File: config.mk
export PLATFORM = sky130hd
export DESIGN_NAME = shift_arbiter
export DESIGN_NICKNAME = d
export VERILOG_FILES = /design/src/rtl/shift_arbiter.sv
export SDC_FILE = /design/constraint.sdc
export NUM_CORES = 1
export LEC_CHECK = 0
export CORE_AREA = 2 2 307 309
export CTS_BUF_LIST = sky130_fd_sc_hd__clkbuf_16
export DETAILED_ROUTE_END_ITERATION = 7
export DIE_AREA = 0 0 309 311
export PLACE_DENSITY_LB_ADDON = 0.1
export SLEW_MARGIN = 20
export SYNTH_ARGS = -nofsm -noshare
export SYNTH_HDL_FRONTEND = slang
export SYNTH_SLANG_ARGS = --single-unit
File: constraint.sdc
create_clock -name clk -period 4.55 [get_ports clk]
set_input_delay 0.91 -clock clk [delete_from_list [all_inputs] [get_ports clk]]
set_output_delay 0.91 -clock clk [all_outputs]
set_load 0.01 [all_outputs]
File: src/rtl/shift_arbiter.sv
// shift_arbiter: shares one combinational shifter between N_REQ ALU lanes.
// Round-robin grant feeds a two-stage pipe: the issue register drives the
// shifter, the result register captures its outputs for the consumer.
// Optional build macro SHIFT_ARB_PRIO0_EN: requester 0 wins whenever it is
// valid and its grant leaves the round-robin pointer untouched.
//
// Handshake rule (both channels): a transfer happens on a rising clock edge
// where valid and ready are both high; valid must not depend on ready, and
// the arbiter's req_ready is a combinational function of req_valid and the
// pipe occupancy.
module shift_arbiter #(
    parameter int N_REQ = 4,
    parameter int ID_W  = 2
) (
    input  logic                  clk,
    input  logic                  rst_n,
    input  logic [N_REQ-1:0]      req_valid,
    output logic [N_REQ-1:0]      req_ready,
    input  logic [3*N_REQ-1:0]    req_op,
    input  logic [32*N_REQ-1:0]   req_a,
    input  logic [32*N_REQ-1:0]   req_b,
    input  logic [32*N_REQ-1:0]   req_c,
    input  logic [32*N_REQ-1:0]   req_d,
    output logic                  sh_shift_add,
    output logic                  sh_asr,
    output logic                  sh_left,
    output logic [31:0]           sh_a,
    output logic [31:0]           sh_b,
    output logic [31:0]           sh_c,
    output logic [31:0]           sh_d,
    input  logic [31:0]           sh_y1,
    input  logic [31:0]           sh_y2,
    output logic                  rsp_valid,
    input  logic                  rsp_ready,
    output logic [ID_W-1:0]       rsp_id,
    output logic [31:0]           rsp_y1,
    output logic [31:0]           rsp_y2,
    output logic                  busy
);

    // Issue stage
    logic            iv_q, iv_d;
    logic [2:0]      op_q, op_d;
    logic [31:0]     a_q, a_d, b_q, b_d, c_q, c_d, d_q, d_d;
    logic [ID_W-1:0] iid_q, iid_d;

    // Result stage
    logic            rv_q, rv_d;
    logic [ID_W-1:0] rid_q, rid_d;
    logic [31:0]     y1_q, y1_d, y2_q, y2_d;

    // Round-robin pointer: search for the next grant starts here
    logic [ID_W-1:0] rr_q, rr_d;

    logic            adv_r, adv_i, accept;
    logic            grant_found;
    logic [ID_W-1:0] grant_idx;
    logic [ID_W:0]   idx;

    assign adv_r  = !rv_q || rsp_ready;
    assign adv_i  = !iv_q || adv_r;
    // Gated by rst_n so no grant is visible while reset is asserted
    assign accept = rst_n && adv_i && grant_found;

    // Find the first valid requester at or after the pointer, wrapping
    always_comb begin
        grant_found = 1'b0;
        grant_idx   = '0;
        idx         = '0;
        for (int k = 0; k < N_REQ; k++) begin
            idx = {1'b0, rr_q} + (ID_W+1)'(k);
            if (idx >= (ID_W+1)'(N_REQ)) begin
                idx = idx - (ID_W+1)'(N_REQ);
            end
            if (!grant_found && req_valid[idx[ID_W-1:0]]) begin
                grant_found = 1'b1;
                grant_idx   = idx[ID_W-1:0];
            end
        end
`ifdef SHIFT_ARB_PRIO0_EN
        if (req_valid[0]) begin
            grant_found = 1'b1;
            grant_idx   = '0;
        end
`endif
    end

    // One-hot accept towards the winning requester
    always_comb begin
        req_ready = '0;
        if (accept) begin
            req_ready[grant_idx] = 1'b1;
        end
    end

    // Next state of issue stage, result stage and pointer
    always_comb begin
        iv_d  = iv_q;
        op_d  = op_q;
        a_d   = a_q;
        b_d   = b_q;
        c_d   = c_q;
        d_d   = d_q;
        iid_d = iid_q;
        rv_d  = rv_q;
        rid_d = rid_q;
        y1_d  = y1_q;
        y2_d  = y2_q;
        rr_d  = rr_q;

        if (accept) begin
            iv_d  = 1'b1;
            op_d  = req_op[3*int'(grant_idx) +: 3];
            a_d   = req_a[32*int'(grant_idx) +: 32];
            b_d   = req_b[32*int'(grant_idx) +: 32];
            c_d   = req_c[32*int'(grant_idx) +: 32];
            d_d   = req_d[32*int'(grant_idx) +: 32];
            iid_d = grant_idx;
            rr_d  = (grant_idx == ID_W'(N_REQ-1)) ? '0 : grant_idx + 1'b1;
`ifdef SHIFT_ARB_PRIO0_EN
            if (grant_idx == '0) begin
                rr_d = rr_q;
            end
`endif
        end else if (adv_i) begin
            // Operands are held so the shifter inputs stay at the last issue
            iv_d = 1'b0;
        end

        if (adv_r) begin
            rv_d = iv_q;
            if (iv_q) begin
                rid_d = iid_q;
                y1_d  = sh_y1;
                y2_d  = sh_y2;
            end
        end
    end

    // Pipeline registers; reset discards any in-flight work
    always_ff @(posedge clk or negedge rst_n) begin
        if (!rst_n) begin
            iv_q  <= 1'b0;
            op_q  <= '0;
            a_q   <= '0;
            b_q   <= '0;
            c_q   <= '0;
            d_q   <= '0;
            iid_q <= '0;
            rv_q  <= 1'b0;
            rid_q <= '0;
            y1_q  <= '0;
            y2_q  <= '0;
            rr_q  <= '0;
        end else begin
            iv_q  <= iv_d;
            op_q  <= op_d;
            a_q   <= a_d;
            b_q   <= b_d;
            c_q   <= c_d;
            d_q   <= d_d;
            iid_q <= iid_d;
            rv_q  <= rv_d;
            rid_q <= rid_d;
            y1_q  <= y1_d;
            y2_q  <= y2_d;
            rr_q  <= rr_d;
        end
    end

    // op encoding is {shift_add, asr, left}
    assign sh_shift_add = op_q[2];
    assign sh_asr       = op_q[1];
    assign sh_left      = op_q[0];
    assign sh_a         = a_q;
    assign sh_b         = b_q;
    assign sh_c         = c_q;
    assign sh_d         = d_q;

    assign rsp_valid = rv_q;
    assign rsp_id    = rid_q;
    assign rsp_y1    = y1_q;
    assign rsp_y2    = y2_q;
    assign busy      = iv_q || rv_q;

endmodule

==> impl_metrics.env, run 1 <==
export IMPL_status="finished clean"
export IMPL_cts_buffer_depth=3
export IMPL_core_area_um2=92800
export IMPL_setup_viol=0
export IMPL_worstPathCellList="clkdlybuf4s50_1 > nor2_1 > a2111oi_0 > buf_4 > nor2_4 > inv_1 > ha_1 > inv_1 > nor2_1 > clkdlybuf4s50_1"
export IMPL_required_ns=3.64
export IMPL_grt_pass1_wl_um=88000
export IMPL_drc_errors=0
export IMPL_synth_cells=912
export IMPL_wire_per_inst_um=21.1
export IMPL_seqCellArea_um2=5080
export IMPL_routed_wl_um=62700
export IMPL_floorplan_initialDensity=0.116
export IMPL_crit_arrival_ns=3.10
export IMPL_cts_hold_buf=0
export IMPL_final_antenna_net_count=0
export IMPL_leakage_nw=8.89
export IMPL_areaGrowthSynthToFinish_pct=96.4
export IMPL_power_density_nw_per_um2=496
export IMPL_maxSlewViolCount=0
export IMPL_critical_path_class="primary input to primary output"
export IMPL_critPathLaunchType="primary input"
export IMPL_drv_cap=0
export IMPL_grt_overflow=0
export IMPL_fin_crit_sh=0.881
export IMPL_fp_dieW_um=309
export IMPL_synth_nets=1508
export IMPL_fillers=10100
export IMPL_cts_htree_levels=1
export IMPL_vias=10700
export IMPL_gr_usage_all_layers=0.125
export IMPL_dieHeight_um=311
export IMPL_relSlewSlack=0.425
export IMPL_antenna_found_initial=5
export IMPL_crit_family="buffers and inverters"
export IMPL_ys_seq_area_frac=0.473
export IMPL_drive_gt1_frac=0.0796
export IMPL_ir_worst_vdd_mv=0.315
export IMPL_layoutNonFillerInstCount=2963
export IMPL_tightest_slew_ns=0.863
export IMPL_crit_buf_inv=5
export IMPL_cts_setup_buffers=0
export IMPL_place_gp_congestion=0.768
export IMPL_die_area_um2=96100
export IMPL_clk_latency_ns=0.60
export IMPL_cts_tree="built"
export IMPL_crit_fanout=3
export IMPL_nets=2283
export IMPL_setup_tns_ns=0
export IMPL_numClockSinks=203
export IMPL_mostFrequentLayoutCells="796 x clkdlybuf4s50_1, 262 x mux2i_1, 203 x dfrtp_1"
export IMPL_vias_per_cell=3.61
export IMPL_min_path_type="primary input to asynchronous set/reset pin"
export IMPL_port_buffers=797
export IMPL_yosys_cell_types_count=26
export IMPL_cts_inserted_buffers=31
export IMPL_first_pass_iters=7
export IMPL_ctsResizeCount=0
export IMPL_drt_iter0_markers=429
export IMPL_cp_slowest_cell="clkdlybuf4s50_1"
export IMPL_multiInputGateArea_um2=5230
export IMPL_dpl_cell_count=2908
export IMPL_hold_viol=0
export IMPL_synth_seq_cells=203
export IMPL_fmax_ghz=0.250
export IMPL_clk_pin_slew_ns=0.05
export IMPL_dp_hpwl_um=48200
export IMPL_grt_max_degree=123
export IMPL_power_mw=10.5
export IMPL_grt_pass1_vias=11900
export IMPL_syn_avg_cell_area_um2=11.8
export IMPL_root_buffer="clkbuf_16"
export IMPL_cp_end_kind="primary output"
export IMPL_num_rows=112
export IMPL_min_period_ns=4.01
export IMPL_finClkSkew_ns=0.0180
export IMPL_syn_area_um2=10700
export IMPL_io_pins=798
export IMPL_layout_commonest_cell="clkdlybuf4s50_1"
export IMPL_cpPeakStageDelay_ns=0.55
export IMPL_grt_setup_unrepaired="false"
export IMPL_yosysWarnings=0
registers in the layout, indices dropped and copies added (netlist names):
name,flops
rsp_valid,1
rsp_y2,32
sh_c,32
sh_d,32
op_q,3
sh_b,32
rr_q,2
rsp_id,2
rsp_y1,32
iid_q,2
iv_q,1
sh_a,32
synthesized netlist by cell type, drive strengths merged:
master	count	area, um^2
mux2i	262	2620
dfrtp	203	5080
nand2	139	522
o221ai	131	1150
mux2	68	766
buf	52	328
clkbuf	29	109
inv	4	15.0
nor2	4	15.0
nor2b	4	25.0
nand2b	2	12.5
nor3	2	10.0
o21ai	2	10.0
or2	2	12.5
a2111oi	1	8.76
a211oi	1	7.51
ha	1	12.5
nand3	1	5.00
nand3b	1	7.51
nand4	1	6.26
nor3b	1	7.51
nor4	1	6.26
per-layer routing:
metal | part of all wire | vias to the layer above | track usage
met3 | 0.083 | 60 | 0.0368
met4 | 0.016 | 8 | 0.0263
met1 | 0.36 | 5198 | 0.131
li1 | - | 5020 | -
met5 | 0.0010 | - | 0
met2 | 0.54 | 421 | 0.242
area by class of cell:
cell class / instances / area share
Clock inverter: 23 / 0.00510
Antenna cell: 1 / 0.000119
Clock buffer: 31 / 0.0368
Inverter: 4 / 0.000712
Multi-Input combinational cell: 624 / 0.248
Timing Repair Buffer: 823 / 0.394
Tap cell: 1254 / 0.0744
Sequential cell: 203 / 0.241
final timing paths:
check / from / to / slack, ns / cells past startpoint
worst max-delay path: req_valid[1] / req_ready[3] / 0.54 / 10
worst min-delay path: rst_n / rsp_y2[8] / 0.17 / 1
worst max register to register: rr_q[1] / sh_c[16] / 1.79 / 8
worst min register to register: iid_q[1] / iid_q[1] / 0.47 / 2
max in group asynchronous: rst_n / sh_d[27] / 2.67 / 3
min in group clk: iid_q[1] / iid_q[1] / 0.47 / 2
through the flow:
| step | hold WS (ns) | setup slack (ns) | util | area (um^2) |
|---|---|---|---|---|
| detailed placement | 0.469 | 0.471 | 0.218 | 20200 |
| CTS | 0.129 | 0.461 | 0.227 | 21100 |
| global route | 0.127 | 0.353 | 0.227 | 21100 |
| finish | 0.166 | 0.543 | 0.227 | 21100 |
| floorplan | 0.443 | 1.35 | - | 10700 |
| global placement | 0.465 | 0.435 | 0.218 | 20200 |
cells by family after synthesis:
kind of cell	after synthesis	synth area share
AND/OR/NAND/NOR	158	0.0586
AO/OA/AOI/OAI	135	0.109
multiplexers	330	0.316
buffers and inverters	85	0.0421
adder cells (fa/ha/maj)	1	0.00117
flip-flops	203	0.473
where the power goes:
part	internal [mW]	total, mW	switching (mW)
registers	2.51	2.92	0.408
clock network	1.22	2.18	0.960
logic	2.88	5.37	2.49
No activity file was read; power rests on OpenSTA's default activity.
==> run 2, diff against run 1 <==
--- a/config.mk
+++ b/config.mk
@@ -5,11 +5,13 @@
 export SDC_FILE = /design/constraint.sdc
 export NUM_CORES = 1
 export LEC_CHECK = 0
+export CAP_MARGIN = 10
 export CORE_AREA = 2 2 307 309
 export CTS_BUF_LIST = sky130_fd_sc_hd__clkbuf_16
 export DETAILED_ROUTE_END_ITERATION = 7
 export DIE_AREA = 0 0 309 311
 export PLACE_DENSITY_LB_ADDON = 0.1
+export REMOVE_ABC_BUFFERS = 1
 export SLEW_MARGIN = 20
 export SYNTH_ARGS = -nofsm -noshare
 export SYNTH_HDL_FRONTEND = slang
==> impl_metrics.env, run 2 (synthesis gave the netlist of run 1 again) <==
export IMPL_clk_pin_slew_ns=0.06
export IMPL_worstReg2RegStart="rr_q[0]"
export IMPL_power_density_nw_per_um2=508
export IMPL_crit_buf_inv=5
export IMPL_port_buffers=797
export IMPL_layout_commonest_cell="clkdlybuf4s50_1"
export IMPL_relSlewSlack=0.301
export IMPL_gr_usage_all_layers=0.125
export IMPL_crit_family="buffers and inverters"
export IMPL_clk_latency_ns=0.57
export IMPL_setup_tns_ns=0
export IMPL_crit_arrival_ns=3.13
export IMPL_crit_fanout=4
export IMPL_nets=2275
export IMPL_critical_path_class="primary input to primary output"
export IMPL_cpPeakStageDelay_ns=0.55
export IMPL_status="finished clean"
export IMPL_ir_worst_vdd_mv=0.374
export IMPL_ctsResizeCount=0
export IMPL_rrSetupSlack_ns=1.74
export IMPL_min_period_ns=4.04
export IMPL_wire_per_inst_um=21.1
export IMPL_mostFrequentLayoutCells="796 x clkdlybuf4s50_1, 262 x mux2i_1, 203 x dfrtp_1"
export IMPL_finClkSkew_ns=0.0241
export IMPL_io_pins=798
export IMPL_grt_max_degree=136
export IMPL_critPathLaunchType="primary input"
export IMPL_cp_end_kind="primary output"
export IMPL_worst_r2r_cell_count=8
export IMPL_required_ns=3.64
export IMPL_core_area_um2=92800
export IMPL_dieHeight_um=311
export IMPL_grt_setup_unrepaired="false"
export IMPL_cts_setup_buffers=0
export IMPL_fp_dieW_um=309
export IMPL_grt_pass1_wl_um=87100
export IMPL_drt_iter0_markers=295
export IMPL_first_pass_iters=4
export IMPL_cp_slowest_cell="clkdlybuf4s50_1"
export IMPL_vias_per_cell=3.63
export IMPL_antenna_found_initial=21
export IMPL_drive_gt1_frac=0.0770
export IMPL_min_path_type="primary input to asynchronous set/reset pin"
export IMPL_cts_buffer_depth=3
export IMPL_place_gp_congestion=0.750
export IMPL_drv_cap=0
export IMPL_cts_inserted_buffers=34
export IMPL_grt_pass1_vias=12100
export IMPL_fin_crit_sh=0.887
export IMPL_maxSlewViolCount=0
export IMPL_final_antenna_net_count=0
export IMPL_setup_viol=0
export IMPL_drc_errors=0
export IMPL_fmax_ghz=0.248
export IMPL_cts_tree="built"
export IMPL_whs_ns=0.181
export IMPL_cts_hold_buf=0
export IMPL_dp_hpwl_um=46200
export IMPL_root_buffer="clkbuf_16"
export IMPL_die_area_um2=96100
export IMPL_leakage_nw=8.90
export IMPL_num_rows=112
export IMPL_cts_htree_levels=2
export IMPL_tightest_slew_ns=1.05
export IMPL_vias=10800
export IMPL_grt_overflow=0
export IMPL_numClockSinks=203
export IMPL_routed_wl_um=62600
export IMPL_worstPathCellList="clkdlybuf4s50_1 > nor2_1 > a2111oi_0 > buf_4 > nor2_4 > inv_1 > ha_1 > inv_1 > nor2_1 > clkdlybuf4s50_1"
export IMPL_floorplan_initialDensity=0.116
export IMPL_areaGrowthSynthToFinish_pct=97.1
export IMPL_hold_viol=0
export IMPL_r2r_end="sh_b[31]"
-- run 2: changes by cell type in the layout (fill, tap and decap cells not counted), sizes merged --
cell	change
bufinv	+2
clkbuf	+4
buf	-11
inv	-4
diode	+7
clkinv	+3
-- run 2: through the flow --
stage                     utilization  std cells  cell area [um^2]  power (mW)  worst slack [ns]
after floorplan                     -        831             10300        4.74            -15.25
after global placement          0.217       2897             20100        8.35             0.527
after detailed placement        0.217       2897             20100        8.38             0.492
after CTS                       0.228       2956             21100        11.1             0.484
after global routing            0.228       2959             21100        11.5             0.308
final                           0.228       2964             21200        10.8             0.512
-- run 2: per-layer routing --
metal,GRT usage,share of wire,vias to the layer above
met3,0.0661,0.12,86
li1,-,-,5007
met5,0,0.0030,-
met1,0.118,0.34,5140
met2,0.231,0.52,495
met4,0.0375,0.023,24
-- run 2: power breakdown --
part	leakage (nW)	internal [mW]	total [mW]	switching (mW)
Sequential	2.46	2.51	2.92	0.407
Clock	0.542	1.50	2.55	1.05
Combinational	5.90	2.86	5.29	2.43
-- run 2: final cells by class --
class / count / area, um^2
clock buffer: 35 / 876
timing repair buffer: 812 / 8200
multi-input combinational: 624 / 5230
tap: 1254 / 1570
antenna: 8 / 20.0
sequential: 203 / 5080
inverter: 4 / 15.0
fill: 10000 / 71600
clock inverter: 24 / 171
-- run 2: worst reg2reg max path, stage by stage (launching register included) --
cell and delay (ns):
dfrtp_1 0.41, nor2b_1 0.17, a2111oi_0 0.09, buf_4 0.16, nor2_4 0.17, buf_12 0.45
buf_12 0.68, mux2i_1 0.37, o221ai_1 0.13
-- run 2: worst max-delay path by stage --
stage	start	end	slack, ns	depth (start not counted)
CTS	req_valid[1]	req_ready[3]	0.48	10
floorplan	req_valid[3]	req_ready[3]	-15.25	7
finish	req_valid[1]	req_ready[3]	0.51	10
global placement	req_valid[3]	req_ready[3]	0.53	10
detailed placement	req_valid[1]	req_ready[3]	0.49	10
global route	req_valid[1]	req_ready[3]	0.31	10
